[config.mk]
export PLATFORM = sky130hd
export DESIGN_NAME = mem_arbiter
export DESIGN_NICKNAME = d
export VERILOG_FILES = /design/src/rtl/mem_arb_pkg.sv /design/src/rtl/mem_arb_rd_tracker.sv /design/src/rtl/mem_arbiter.sv
export SDC_FILE = /design/constraint.sdc
export NUM_CORES = 1
export LEC_CHECK = 0
export BUFFER_PORTS_ARGS = -buffer_cell sky130_fd_sc_hd__buf_2
export CORE_AREA = 2 2 118 120
export CTS_BUF_LIST = sky130_fd_sc_hd__clkbuf_4 sky130_fd_sc_hd__clkbuf_8 sky130_fd_sc_hd__clkbuf_16
export CTS_CLUSTER_SIZE = 25
export DETAILED_ROUTE_END_ITERATION = 10
export DIE_AREA = 0 0 120 122
export PLACE_DENSITY_LB_ADDON = 0.08
export REMOVE_ABC_BUFFERS = 1
export SYNTH_ARGS = -nofsm -noshare
export SYNTH_HDL_FRONTEND = slang
export SYNTH_SLANG_ARGS = --single-unit
[constraint.sdc]
create_clock -name i_clk -period 10 [get_ports i_clk]
set_input_delay 0 -clock i_clk [delete_from_list [all_inputs] [get_ports i_clk]]
set_output_delay 0 -clock i_clk [all_outputs]
set_load 0.01 [all_outputs]
[src/rtl/mem_arb_pkg.sv]
// Shared types and constants for the I/D memory port arbiter.
package mem_arb_pkg;

    typedef enum logic [1:0] {
        ARB_IDLE,
        ARB_GNT_I,
        ARB_GNT_D
    } state_t;

    localparam logic PORT_I = 1'b0;
    localparam logic PORT_D = 1'b1;

    localparam int unsigned MAX_RD_DEF = 4;
    localparam int unsigned CW_DEF     = 3;

    function automatic state_t gnt_state(input logic port);
        return (port == PORT_D) ? ARB_GNT_D : ARB_GNT_I;
    endfunction

endpackage

[src/rtl/mem_arb_rd_tracker.sv]
// Outstanding-read counter: counts accepted reads not yet returned by memory.
module mem_arb_rd_tracker #(
    parameter int unsigned MAX_RD = 4,
    parameter int unsigned CW     = 3
) (
    input  logic          i_clk,
    input  logic          i_rst,
    input  logic          rd_accept_i,
    input  logic          mem_valid_i,
    output logic          full_o,
    output logic          empty_o,
    output logic [CW-1:0] cnt_next_o
);

    logic [CW-1:0] cnt_q, cnt_d;
    logic [CW-1:0] cnt_eff;
    logic          ret;

    // A return with nothing outstanding is stray and must not underflow.
    assign ret     = mem_valid_i && (cnt_q != '0);
    assign empty_o = (cnt_q == '0);

    always_comb begin
        cnt_eff    = cnt_q - {{(CW-1){1'b0}}, ret};
        full_o     = (cnt_eff == CW'(MAX_RD));
        cnt_d      = cnt_q + {{(CW-1){1'b0}}, rd_accept_i} - {{(CW-1){1'b0}}, ret};
        cnt_next_o = cnt_d;
    end

    always_ff @(posedge i_clk or posedge i_rst) begin
        if (i_rst) begin
            cnt_q <= '0;
        end else begin
            cnt_q <= cnt_d;
        end
    end

endmodule

[src/rtl/mem_arbiter.sv]
// Shares one memory port between I-cache and D-cache with lockable grants.
// Define MEM_ARB_RR_EN for round-robin tie-breaking; default is D-priority.
module mem_arbiter
    import mem_arb_pkg::*;
#(
    parameter int unsigned MAX_RD = MAX_RD_DEF,
    parameter int unsigned CW     = CW_DEF
) (
    input  logic        i_clk,
    input  logic        i_rst,
    input  logic [31:0] i_pi_addr,
    input  logic        i_pi_ren,
    input  logic        i_pi_wen,
    input  logic [31:0] i_pi_wdata,
    input  logic        i_pi_lock,
    output logic        o_pi_ready,
    output logic [31:0] o_pi_rdata,
    output logic        o_pi_valid,
    input  logic [31:0] i_pd_addr,
    input  logic        i_pd_ren,
    input  logic        i_pd_wen,
    input  logic [31:0] i_pd_wdata,
    input  logic        i_pd_lock,
    output logic        o_pd_ready,
    output logic [31:0] o_pd_rdata,
    output logic        o_pd_valid,
    input  logic        i_mem_ready,
    output logic [31:0] o_mem_addr,
    output logic        o_mem_ren,
    output logic        o_mem_wen,
    output logic [31:0] o_mem_wdata,
    input  logic [31:0] i_mem_rdata,
    input  logic        i_mem_valid
);

    state_t state_q, state_d;
    logic   last_q, last_d;

    logic          gnt_i, gnt_d, owned;
    logic          sel_ren, sel_wen, sel_lock;
    logic [31:0]   sel_addr, sel_wdata;
    logic          beat_ready, rd_ret;
    logic          req_i, req_d, tie_port;
    logic          rd_full, rd_empty;
    logic [CW-1:0] rd_cnt_next;

    assign gnt_i = (state_q == ARB_GNT_I);
    assign gnt_d = (state_q == ARB_GNT_D);
    assign owned = gnt_i || gnt_d;

    always_comb begin
        sel_ren   = 1'b0;
        sel_wen   = 1'b0;
        sel_lock  = 1'b0;
        sel_addr  = '0;
        sel_wdata = '0;
        unique case (state_q)
            ARB_GNT_I: begin
                sel_ren   = i_pi_ren;
                sel_wen   = i_pi_wen;
                sel_lock  = i_pi_lock;
                sel_addr  = i_pi_addr;
                sel_wdata = i_pi_wdata;
            end
            ARB_GNT_D: begin
                sel_ren   = i_pd_ren;
                sel_wen   = i_pd_wen;
                sel_lock  = i_pd_lock;
                sel_addr  = i_pd_addr;
                sel_wdata = i_pd_wdata;
            end
            default: ;
        endcase
    end

    // Strobes share the ready term so memory never sees a beat we did not accept.
    assign beat_ready  = owned && i_mem_ready && !(sel_ren && rd_full);
    assign o_pi_ready  = gnt_i && beat_ready;
    assign o_pd_ready  = gnt_d && beat_ready;
    assign o_mem_addr  = sel_addr;
    assign o_mem_wdata = sel_wdata;
    assign o_mem_ren   = sel_ren && beat_ready;
    assign o_mem_wen   = sel_wen && beat_ready;

    assign rd_ret     = i_mem_valid && !rd_empty;
    assign o_pi_valid = gnt_i && rd_ret;
    assign o_pd_valid = gnt_d && rd_ret;
    assign o_pi_rdata = (gnt_i && rd_ret) ? i_mem_rdata : '0;
    assign o_pd_rdata = (gnt_d && rd_ret) ? i_mem_rdata : '0;

    mem_arb_rd_tracker #(
        .MAX_RD (MAX_RD),
        .CW     (CW)
    ) u_rd_tracker (
        .i_clk       (i_clk),
        .i_rst       (i_rst),
        .rd_accept_i (o_mem_ren),
        .mem_valid_i (i_mem_valid),
        .full_o      (rd_full),
        .empty_o     (rd_empty),
        .cnt_next_o  (rd_cnt_next)
    );

    assign req_i = i_pi_ren || i_pi_wen || i_pi_lock;
    assign req_d = i_pd_ren || i_pd_wen || i_pd_lock;

`ifdef MEM_ARB_RR_EN
    assign tie_port = (last_q == PORT_D) ? PORT_I : PORT_D;
`else
    assign tie_port = PORT_D;
`endif

    always_comb begin
        state_d = state_q;
        last_d  = last_q;
        unique case (state_q)
            ARB_IDLE: begin
                if (req_i && req_d) begin
                    state_d = gnt_state(tie_port);
                    last_d  = tie_port;
                end else if (req_d) begin
                    state_d = ARB_GNT_D;
                    last_d  = PORT_D;
                end else if (req_i) begin
                    state_d = ARB_GNT_I;
                    last_d  = PORT_I;
                end
            end
            ARB_GNT_I, ARB_GNT_D: begin
                // Hold the grant until every read issued under it has come back.
                if (!sel_lock && (rd_cnt_next == '0)) begin
                    state_d = ARB_IDLE;
                end
            end
            default: state_d = ARB_IDLE;
        endcase
    end

    always_ff @(posedge i_clk or posedge i_rst) begin
        if (i_rst) begin
            state_q <= ARB_IDLE;
            last_q  <= PORT_D;
        end else begin
            state_q <= state_d;
            last_q  <= last_d;
        end
    end

endmodule

* Word-level counts from Yosys, hierarchy flattened
Cells that the tools add are included.
** Cells by class
- $add $sub $neg :: 3
- Eq/ne operators :: 5
- Multiplexer cells :: 12
- Reduce and logical (&&, ||, !) cells :: 27
** Operators with widths (count)
- $pmux 32 s2 :: 2
- $mux 32 :: 2
- $logic_and 1x1->1 :: 13
- $mux 2 :: 4
- $logic_not 3->1 :: 2
- $pmux 1 s2 :: 3
- $sub 3x1->3 :: 2
- $logic_or 1x1->1 :: 5
- $ne 4x4->1 const B :: 1
- $pmux 2 s2 :: 1
- $add 3x1->3 :: 1
- $eq 3x3->1 const B :: 1
- $logic_not 1->1 :: 3
- $reduce_bool 3->1 :: 1
- $eq 2x1->1 const B :: 1
- $eq 2x2->1 const B :: 1
- $logic_not 2->1 :: 1
- $ne 2x2->1 const B :: 1
- $reduce_and 2->1 :: 1
- $reduce_or 2->1 :: 1
** Word-level totals
- Register bits :: 5
- Output and inout bits :: 134
- Word-level logic and storage cells :: 49

* Longest topological paths before layout
Gate-level depths: netlist of the first run.
- Word-level depth :: 14
- Depth in mapped cells :: 13
- Depth with buffers taken out :: 12

* Modules after synthesis
From an unflattened synthesis of the first run, not the netlist that was laid out.
** Unflattened totals
- Cells, all modules :: 273
- Area, all modules :: 1881.8 µm²
** Modules (own cells, without submodules)
- mem_arbiter :: instances 1, cells an instance 253, area an instance 1670.4 µm², seq. area each 50.0 µm²
- mem_arb_rd_tracker :: instances 1, cells an instance 20, area an instance 211.5 µm², seq. area each 75.1 µm²

* Worst setup path after synthesis of the first run
OpenSTA, ideal clock, no wires.
- Path type :: flip-flop to flip-flop
- From :: reg u_rd_tracker.cnt_q[1]
- To :: reg state_q[1]
- Setup time :: 0.121 ns
- Data arrival time :: 3.290 ns
- Data required time :: 9.879 ns
- Path slack :: 6.589 ns
- Stages on the path, launching flop included :: 13
- Period minus slack after synthesis :: 3.411 ns
- Path through :: dfrtp_1 > o31a_2 > clkbuf_1 > ha_1 > nor3b_1 > nor3b_1 > ha_1 > inv_1 > fa_1 > xor3_2 > o41ai_4 > a21boi_0 > o21ai_1
** On the way
- Longest elaborated chain between the ends :: 14
** RTL lines
- start: declaration :: RTL line mem_arb_rd_tracker.sv:15 : logic [CW-1:0] cnt_q, cnt_d;
- start signal: assignment :: RTL line mem_arb_rd_tracker.sv:34 : cnt_q <= cnt_d;
- $reduce_bool 3->1 :: RTL line mem_arb_rd_tracker.sv:20 : assign ret = mem_valid_i && (cnt_q != '0);
- $logic_and 1x1->1 :: RTL line mem_arb_rd_tracker.sv:20
- $sub 3x1->3 * :: RTL line mem_arb_rd_tracker.sv:24 : cnt_eff = cnt_q - {{(CW-1){1'b0}}, ret};
- $eq 3x3->1 * :: RTL line mem_arb_rd_tracker.sv:25 : full_o = (cnt_eff == CW'(MAX_RD));
- $logic_and 1x1->1 * :: RTL line mem_arbiter.sv:77 : assign beat_ready = owned && i_mem_ready && !(sel_ren && rd_full);
- $logic_not 1->1 * :: RTL line mem_arbiter.sv:77
- $logic_and 1x1->1 * :: RTL line mem_arbiter.sv:77
- $logic_and 1x1->1 * :: RTL line mem_arbiter.sv:82 : assign o_mem_ren = sel_ren && beat_ready;
- via o_mem_ren :: RTL line mem_arbiter.sv:29 : output logic o_mem_ren,
- $add 3x1->3 * :: RTL line mem_arb_rd_tracker.sv:26 : cnt_d = cnt_q + {{(CW-1){1'b0}}, rd_accept_i} - {{(CW-1){1'b0}}, ret};
- $sub 3x1->3 * :: RTL line mem_arb_rd_tracker.sv:26
- via rd_cnt_next[2] :: RTL line mem_arbiter.sv:45 : logic [CW-1:0] rd_cnt_next;
- $logic_not 3->1 * :: RTL line mem_arbiter.sv:131 : if (!sel_lock && (rd_cnt_next == '0)) begin
- $logic_and 1x1->1 * :: RTL line mem_arbiter.sv:131
- $ne 2x2->1 (no line) *
- $reduce_and 2->1 (no line) *
- end signal: assignment :: RTL line mem_arbiter.sv:144 : state_q <= state_d;
- end: declaration :: RTL line mem_arbiter.sv:36 : state_t state_q, state_d;
Mark *: on every way through the listed nets, which the timed path passes. The rest lies on a longest branch.
A chain may end at the register's enable or synchronous reset.

* Worst setup path after layout of the first run
- From :: reg u_rd_tracker.cnt_q[1]
- To :: reg state_q[1]
** On the way
- Longest elaborated chain between the ends :: 14
** RTL lines (RTL line)
- $reduce_bool 3->1 :: mem_arb_rd_tracker.sv:20
- $logic_and 1x1->1 :: mem_arb_rd_tracker.sv:20
- $sub 3x1->3 :: mem_arb_rd_tracker.sv:24
- $eq 3x3->1 :: mem_arb_rd_tracker.sv:25
- $logic_and 1x1->1 :: mem_arbiter.sv:77
- $logic_not 1->1 :: mem_arbiter.sv:77
- $logic_and 1x1->1 :: mem_arbiter.sv:77
- $logic_and 1x1->1 :: mem_arbiter.sv:82
- $add 3x1->3 :: mem_arb_rd_tracker.sv:26
- $sub 3x1->3 * :: mem_arb_rd_tracker.sv:26
- via rd_cnt_next[2] :: mem_arbiter.sv:45
- $logic_not 3->1 * :: mem_arbiter.sv:131
- $logic_and 1x1->1 * :: mem_arbiter.sv:131
- $ne 2x2->1 (no line) *
- $reduce_and 2->1 (no line) *
Marks and branches as above.

==> results.toml, run 1 <==
[sta]
finalCriticalPeriod_ns = 3.70
final.period_utilization = 0.370
hold_violations = 0
rsz0062_at_grt = "no"
max_freq_ghz = 0.271
relSlewSlack = 0.329
layout_setup_ws_ns = 6.30
finalSetupViolCount = 0
worstMarginPinSlew_ns = 1.01
fin_tns_setup_ns = 0
finClkSkew_ns = 0.000449
drv_slew = 0

[synth]
syn-cell-area_um2 = 1870
syn_area_per_cell_um2 = 6.86
yosys.area_share.simple = 0.479
yosys.area_share.xor_xnor = 0.0180
synth_mux_area_frac = 0
seq_area_frac_synth = 0.0668
synthAdderAreaFrac = 0.0508
synth-seq-cells = 5
synth_compound_area_frac = 0.299
synth_top_family_by_area = "simple AND/OR/NAND/NOR gates"
syn_inst = 273
ys_types = 23
ys_warn_count = 0

[pwr]
switchingPower_uw = 428
p_comb_frac = 0.871
p_leak_nw = 2.24
ir_drop_uv = 172
powerDensity_nw_per_um2 = 232
p_clk_frac = 0.081
p_int_uw = 408
switching_share = 0.512
seq_power_share = 0.048

[global_route]
use_met1 = 0.121
use_met2 = 0.248
antenna_found_initial = 0
grt_pass1_vias = 2813
grt_max_degree = 102
grt_usage = 0.119
grt_first_pass_wirelength_um = 14100
overflow = 0
busiest_layer = "met2"
grt.met3_usage = 0.0220

[critical_path]
cp_num_cells = 11
crit_path_top_delay_cell = "o31a_2"
cp.required_ns = 10.11
crit_path_end_kind = "flip-flop"
path_cells = "o31a_2 > ha_1 > nor3b_1 > nor3b_1 > ha_1 > inv_1 > fa_1 > xor3_2 > o41ai_4 > a21boi_0 > o21ai_1"
rr_endpoint = "state_q[1]"
rr_startpoint = "u_rd_tracker.cnt_q[1]"
path_max_fanout = 68
start_kind = "flip-flop"
cp.arrival_ns = 3.80
endpoint = "state_q[1]"
path_buf_inv = 1
setup.worst_path.start = "u_rd_tracker.cnt_q[1]"
critPathMaxStageDelay_ns = 0.77
ff2ff_path_depth = 11
cp_top_family = "compound AO/OA/AOI/OAI gates"
rrSetupSlack_ns = 6.30
path_class = "flip-flop to flip-flop"

[drt]
drc = 0
viasPerCell = 4.21
routed_wl_um = 9880
drtAntennaViolNets = 0
wire_per_inst_um = 13.6
dr_total_vias = 3066
first_iter_violations = 122
drt_pre_antenna_iters = 4

[clock_network]
clockBufferDepth = 2
htreeDepth = 1
cts.sinks = 5
clkTransAtPathRegs_ns = 0.03
clock-root-buffer = "clkbuf_16"
cts_tree = "yes"
cts_buffers = 3
clock_latency_ns = 0.22

[final_layout]
diodes = 0
final_common_cell = "buf_2"
register_area_um2 = 125
nets = 726
drive_gt1_frac = 0.575
multi_input_area_um2 = 1590
layout.cells.most_common_list = "303 x buf_2, 66 x a22oi_1, 65 x nor2b_1"
syn_to_final_growth_pct = 92.2
design_area_um2 = 3600
fill_cells = 1519

[worst_hold_path]
min_path_type = "input pin to flip-flop"
hp-start = "i_pd_wen"

[job]
maxCapViolCount = 0

[placed_design]
dp_hpwl_um = 7560
place.gp.congestion = 0.718
dp_slack_ns = 6.27
placed_cell_area_um2 = 3510
numPortBuffers = 303

[floorplanning]
row_count = 43
ios = 304
die_width_um = 120
die_h_um = 122
initial_utilization = 0.139
die-area_um2 = 14600
core_um2 = 13500

[outcome]
outcome = "finished clean"
-- per-stage QoR --
step / cells / utilization / hold slack (ns) / power [mW]
2_1_floorplan: 237 / - / -0.221 / 0.511
3_3_place_gp: 723 / 0.260 / -0.0848 / 0.778
3_5_place_dp: 723 / 0.260 / -0.0872 / 0.782
4_1_cts: 728 / 0.266 / 0.0662 / 0.852
5_1_grt: 728 / 0.266 / 0.108 / 0.927
6_report: 728 / 0.266 / 0.0729 / 0.836
-- synthesized netlist by cell type --
cell type	instances	area, um^2
dfrtp_1	5	125
a21oi_1	1	5.00
nand2b_1	2	12.5
o31a_2	1	10.0
nand2_1	2	7.51
nand3b_1	1	7.51
inv_1	7	26.3
ha_1	6	75.1
nor2b_1	65	407
and3_1	64	400
clkbuf_1	34	128
fa_1	1	20.0
xor3_2	1	25.0
nor3_1	2	10.0
o21ai_1	1	5.00
nor3b_1	2	15.0
buf_1	2	7.51
a22oi_1	66	495
and2_1	6	37.5
o41ai_4	1	27.5
xnor2_1	1	8.76
a21boi_0	1	7.51
a22o_1	1	8.76
-- per-layer routing --
| metal | share of wire | vias to the layer above |
|---|---|---|
| met5 | 0 | - |
| met4 | 0.0095 | 0 |
| met3 | 0.081 | 6 |
| met2 | 0.55 | 166 |
| met1 | 0.36 | 1353 |
| li1 | - | 1541 |
-- flip-flops by register name, summed over array words and instances (netlist names) --
register,cells
state_q,2
u_rd_tracker.cnt_q,3
-- cell families after synthesis --
kind of cell / Yosys count
AND/OR/NAND/NOR: 144
adder cells (fa/ha/maj): 7
flip-flops: 5
AO/OA/AOI/OAI: 72
buffers and inverters: 43
XOR/XNOR: 2
-- power groups by stage --
stage	sequential, mW	combinational [mW]	clock, mW
detailed placement	0.0409	0.741	0
floorplan	0.0388	0.472	0
CTS	0.0406	0.741	0.0702
global route	0.0422	0.814	0.0708
global placement	0.0403	0.738	0
finish	0.0402	0.728	0.0681
-- worst min-delay path: stages --
cell and delay (ns):
buf_2 0.09, nor3_1 0.05, nand2_1 0.06, a22oi_1 0.05
-- area by class of cell --
type,instances,share of cell area
inverter,7,0.00730
multi-input combinational,225,0.442
timing repair buffer,307,0.430
tap,180,0.0626
clock buffer,4,0.0229
sequential,5,0.0348
-- repair_timing --
action / CTS / global route
resized for setup: 0 / 0
setup buffers: 0 / 0
hold buffers: 1 / 0
hold endpoints to repair: 5 / 0
-- how the worst min path moves through the flow --
| stage | to | slack [ns] | cells past startpoint |
|---|---|---|---|
| finish | state_q[0] | 0.07 | 4 |
| detailed placement | state_q[0] | -0.09 | 2 |
| floorplan | state_q[0] | -0.22 | 1 |
| global route | state_q[0] | 0.11 | 4 |
| CTS | state_q[0] | 0.07 | 4 |
| global placement | state_q[0] | -0.08 | 2 |
Note: power is estimated with default switching activity, not from simulation.
==> run 2, diff against run 1 <==
- ABC_AREA: not set -> 1
- CORE_AREA: 2 2 118 120 -> 2 2 117 119
- DIE_AREA: 0 0 120 122 -> 0 0 119 121
- clock period: 10 -> 3.6 ns (I/O delays scaled with it)
==> run 2 against run 1 <==
Effect of this change:
- clock-buffer cell count is the same
- wire length rose by 7.3%
- clock power increased to 2.8 times the previous value
- core utilization is 0.38 points higher
- maximum frequency grew 40%
- largest cell class is now buffers
==> results.toml, run 2 <==
[synth]
netlist_top_cells_count = "148 x nand2_1, 68 x nor2_1, 65 x a21oi_1"
synth-seq-cells = 5
ys_types = 23
yosys-top-cells-area = "nand2_1 30%, a21oi_1 18%, nor2_1 14%"
synth_most_common_cell = "nand2_1"
synth_top_cell_by_area = "nand2_1"
syn-cell-area_um2 = 1840
synth_flop_cell = "dfrtp_1"
synth_edf_count = 0
seq_area_frac_synth = 0.0679
ys_warn_count = 0
synth_top_area_share = 0.302
syn_area_per_cell_um2 = 4.75
async_flop_share = 1.00
syn_inst = 388

[drt]
drc = 0
dr_total_vias = 3403
viasPerCell = 4.01
drt_pre_antenna_iters = 4
routed_wl_um = 10600
first_iter_violations = 149
wire_per_inst_um = 12.5
drtAntennaViolNets = 0

[pwr]
ir_drop_uv = 281
p_leak_nw = 2.30
powerDensity_nw_per_um2 = 544

[sta]
drv_slew = 0
holdWs_ns = 0.167
worstMarginPinSlew_ns = 0.780
fin_tns_setup_ns = 0
relSlewSlack = 0.479
finalCriticalPeriod_ns = 2.64
finalSetupViolCount = 0
hold_violations = 0
max_freq_ghz = 0.378
rsz0062_at_grt = "no"
final.period_utilization = 0.734
finClkSkew_ns = 0.000219

[placed_design]
dp_hpwl_um = 8770
place.gp.congestion = 0.788
numPortBuffers = 303

[final_layout]
syn_to_final_growth_pct = 92.1
final_common_cell = "buf_2"
nets = 851
drive_gt1_frac = 0.475
reg.largest.list = "u_rd_tracker.cnt_q x3, state_q x2"
diodes = 0
top_register = "u_rd_tracker.cnt_q"
largest_register_ffs = 3
layout.cells.most_common_list = "303 x buf_2, 148 x nand2_1, 68 x nor2_1"

[critical_path]
setup.worst_path.start = "u_rd_tracker.cnt_q[1]"
path_class = "flip-flop to flip-flop"
cp.arrival_ns = 2.76
crit_path_end_kind = "flip-flop"
cp.required_ns = 3.72
endpoint = "state_q[0]"
path_max_fanout = 4
rrSetupSlack_ns = 0.96
rr_startpoint = "u_rd_tracker.cnt_q[1]"
rr_endpoint = "state_q[0]"
start_kind = "flip-flop"
ff2ff_path_depth = 20

[global_route]
overflow = 0
grt_max_degree = 69
grt_usage = 0.132
grt_pass1_vias = 3061
grt_first_pass_wirelength_um = 15300
antenna_found_initial = 0

[floorplanning]
die_width_um = 119
initial_utilization = 0.141
ios = 304
row_count = 42
die_h_um = 121
die-area_um2 = 14400
core_um2 = 13100

[clock_network]
clockBufferDepth = 2
htreeDepth = 1
clkTransAtPathRegs_ns = 0.03
cts_buffers = 3
ctsResizeCount = 0
cts_tree = "yes"
clock_latency_ns = 0.23
cts.sinks = 5
clock-root-buffer = "clkbuf_16"

[worst_hold_path]
min_path_type = "input pin to flip-flop"

[outcome]
outcome = "finished clean"

[job]
maxCapViolCount = 0
run 2: how the worst min path moves through the flow:
stage	endpoint	from	depth (start not counted)	slack, ns
floorplan	state_q[0]	i_rst	1	-0.22
global placement	u_rd_tracker.cnt_q[0]	i_rst	2	-0.08
detailed placement	state_q[1]	i_rst	2	-0.07
CTS	state_q[0]	i_pd_wen	6	0.17
global route	state_q[0]	i_pd_wen	6	0.23
finish	state_q[0]	i_pd_wen	6	0.17
run 2: report_power, final:
group | leakage [nW] | switching (mW) | internal [mW] | total [mW]
clock | 0.0416 | 0.0367 | 0.154 | 0.191
sequential | 0.0606 | 0.0212 | 0.0852 | 0.106
combinational | 2.20 | 1.07 | 0.559 | 1.63
total | 2.30 | 1.13 | 0.798 | 1.92
run 2: worst max-delay path: stages, from the launching register on:
cell,delay [ns]
dfrtp_1,0.40
inv_1,0.15
a31oi_4,0.15
ha_1,0.22
xor2_1,0.14
nand4_1,0.11
nand3_1,0.07
inv_1,0.08
ha_1,0.14
inv_1,0.05
fa_1,0.38
inv_1,0.06
nand2_1,0.06
nand2_1,0.07
nand2_1,0.05
nand2_1,0.07
nand2_1,0.06
nand2_1,0.09
nand2_1,0.08
nand2_1,0.06
nand2_1,0.05
run 2: cells by family after synthesis:
kind of cell / synth area share
AOI/OAI and AO/OA: 0.196
DFF: 0.0679
xor gates and xnor gates: 0.00476
and+or+nand+nor: 0.480
adders and majority gates: 0.0516
buffers and inverters: 0.200
run 2: layer usage:
metal / global-route usage / wire, um / vias up
met1: 0.135 / 3730 / 1436
met3: 0.0409 / 1110 / 14
met4: 0.0290 / 193 / 0
met5: 0 / 0 / -
li1: - / - / 1737
met2: 0.262 / 5570 / 216
run 2: final cells by class:
cell class / count / area [um^2]
Multi-Input combinational cell: 303 / 1350
Clock buffer: 4 / 82.6
Sequential cell: 5 / 125
Tap cell: 176 / 220
Inverter: 53 / 199
Fill cell: 1542 / 9550
Timing Repair Buffer: 308 / 1560
run 2: through the flow:
step	power (mW)	worst slack [ns]	cell area [um^2]	utilization	std cells
after CTS	1.97	0.943	3540	0.270	849
after global routing	2.14	0.652	3540	0.270	849
after global placement	1.77	1.00	3440	0.263	844
final	1.92	0.957	3540	0.270	849
after floorplan	1.07	0.181	1670	-	361
after detailed placement	1.76	0.964	3440	0.263	844
run 2: what timing repair did:
item	CTS	global route
hold endpoints to repair	5	0
hold buffers	1	0
buffers inserted	0	0
==> run 3, diff against run 2 <==
- clock period: 3.6 -> 2.36 ns (I/O delays scaled with it)
==> run 3 against run 2 <==
Effect of this change:
- the run now ends with setup timing left
- design area is 4.4% higher
- sequential share of layout area is 0.15 points lower
- setup slack lost 1.0 ns
- core utilization up 1.2 points
- clock skew grew 0.0017 ns
- critical path type unchanged
- largest power group unchanged
==> results.toml, run 3 (synthesized netlist as in run 2, its figures left out) <==
[critical_path]
critPathMaxStageDelay_ns = 0.38
crit_path_end_kind = "flip-flop"
start_kind = "flip-flop"
critPathMostFrequentCell = "nand2_1"
crit_path_top_delay_cell = "dfrtp_1"
path_cells = "inv_2 > a31oi_4 > ha_2 > xor2_1 > nand4_1 > nand3_1 > inv_1 > ha_2 > inv_2 > fa_2 > inv_2 > nand2_2 > nand2_1 > nand2_1 > nand2_1 > nand2_1 > nand2_2 > nand2_2 > nand2_1 > nand2_1"
path_buf_inv = 4
path_class = "flip-flop to flip-flop"
path_max_fanout = 3
cp.arrival_ns = 2.52
cp_top_family = "simple AND/OR/NAND/NOR gates"
cp.required_ns = 2.47

[sta]
hold_violations = 0
max_freq_ghz = 0.415
layout_setup_ws_ns = -0.0486
rsz0062_at_grt = "yes"
fin_tns_setup_ns = -0.0877
finalCriticalPeriod_ns = 2.41
finClkSkew_ns = 0.00188
drv_slew = 0
finalSetupViolCount = 2
worstMarginPinSlew_ns = 0.713
holdWs_ns = 0.173
relSlewSlack = 0.524
final.period_utilization = 1.02

[pwr]
powerDensity_nw_per_um2 = 868
power_mw = 3.21
p_leak_nw = 2.37
ir_drop_uv = 513

[clock_network]
clock_latency_ns = 0.23
cts_buffers = 3
clkTransAtPathRegs_ns = 0.03
clock-root-buffer = "clkbuf_16"
clockBufferDepth = 2
cts.sinks = 5
cts_tree = "yes"
htreeDepth = 1

[placed_design]
placed_cells = 851
numPortBuffers = 303
placed_cell_area_um2 = 3510
place.gp.congestion = 0.780
dp_slack_ns = -0.115
dp_hpwl_um = 8670

[drt]
wire_per_inst_um = 12.4
drtAntennaViolNets = 0
first_iter_violations = 83
dr_total_vias = 3421
drt_pre_antenna_iters = 4
routed_wl_um = 10700
drc = 0
viasPerCell = 3.96

[global_route]
grt_pass1_vias = 3180
grt_usage = 0.134
antenna_found_initial = 0
grt_first_pass_wirelength_um = 15700
overflow = 0
grt_max_degree = 69

[final_layout]
postLayoutCoreUtil = 0.282
syn_to_final_growth_pct = 100
final_cells = 864
top_register = "u_rd_tracker.cnt_q"
largest_register_ffs = 3
nets = 866
final_common_cell = "buf_2"
layout.cells.most_common_list = "303 x buf_2, 144 x nand2_1, 67 x nor2_1"
design_area_um2 = 3690
reg.largest.list = "u_rd_tracker.cnt_q x3, state_q x2"
diodes = 0
drive_gt1_frac = 0.507

[floorplanning]
ios = 304
die_h_um = 121
initial_utilization = 0.141
die-area_um2 = 14400
row_count = 42
die_width_um = 119
core_um2 = 13100

[outcome]
outcome = "complete, but fails checks"
violations = "setup timing"

[job]
maxCapViolCount = 0

[worst_hold_path]
min_path_type = "input pin to flip-flop"
## run 3: cell types whose count changed in the layout (fill, tap and decap cells not counted), sizes merged
cell	change
buf	+15
## run 3: worst register-to-register path: stages (launching register included)
cell and delay, ns:
dfrtp_1 0.38, inv_2 0.09, a31oi_4 0.09, ha_2 0.20, xor2_1 0.14, nand4_1 0.09
nand3_1 0.08, inv_1 0.07, ha_2 0.17, inv_2 0.04, fa_2 0.34, inv_2 0.06
nand2_2 0.05, nand2_1 0.07, nand2_1 0.06, nand2_1 0.07, nand2_1 0.07, nand2_2 0.09
nand2_2 0.05, nand2_1 0.05, nand2_1 0.05
## run 3: area by class of cell
class	count	area [um^2]
Inverter	53	199
Sequential cell	5	125
Tap cell	176	220
Multi-Input combinational cell	303	1380
Clock buffer	4	82.6
Fill cell	1539	9390
Timing Repair Buffer	323	1690
## run 3: metal layers
metal  GRT usage  share of wire  vias up
li1            -              -     1766
met2       0.261           0.53      195
met5           0              0        -
met3      0.0414           0.10       10
met1       0.140           0.36     1450
met4      0.0253          0.013        0
## run 3: what timing repair did
action,CTS,global route
hold endpoints to repair,5,0
hold buffers,1,0
buffers inserted,7,3
gates cloned,0,0
gates resized for setup,9,7
pin swaps,8,1
endpoints found under the setup margin,2,40
## run 3: final timing paths
kind | from | to | slack [ns] | cells past startpoint
max | u_rd_tracker.cnt_q[2] | state_q[0] | -0.05 | 20
min | i_pd_wen | state_q[0] | 0.17 | 6
max reg2reg | u_rd_tracker.cnt_q[2] | state_q[0] | -0.05 | 20
min reg2reg | state_q[1] | state_q[1] | 0.51 | 2
max in group asynchronous | i_rst | state_q[0] | 1.94 | 3
min in group asynchronous | i_rst | u_rd_tracker.cnt_q[0] | 0.23 | 3
## run 3: where the power goes
group | total (mW) | switching, mW | internal (mW) | leakage (nW)
sequential | 0.158 | 0.0273 | 0.130 | 0.0606
combinational | 2.75 | 1.71 | 1.05 | 2.27
clock | 0.293 | 0.0575 | 0.236 | 0.0416
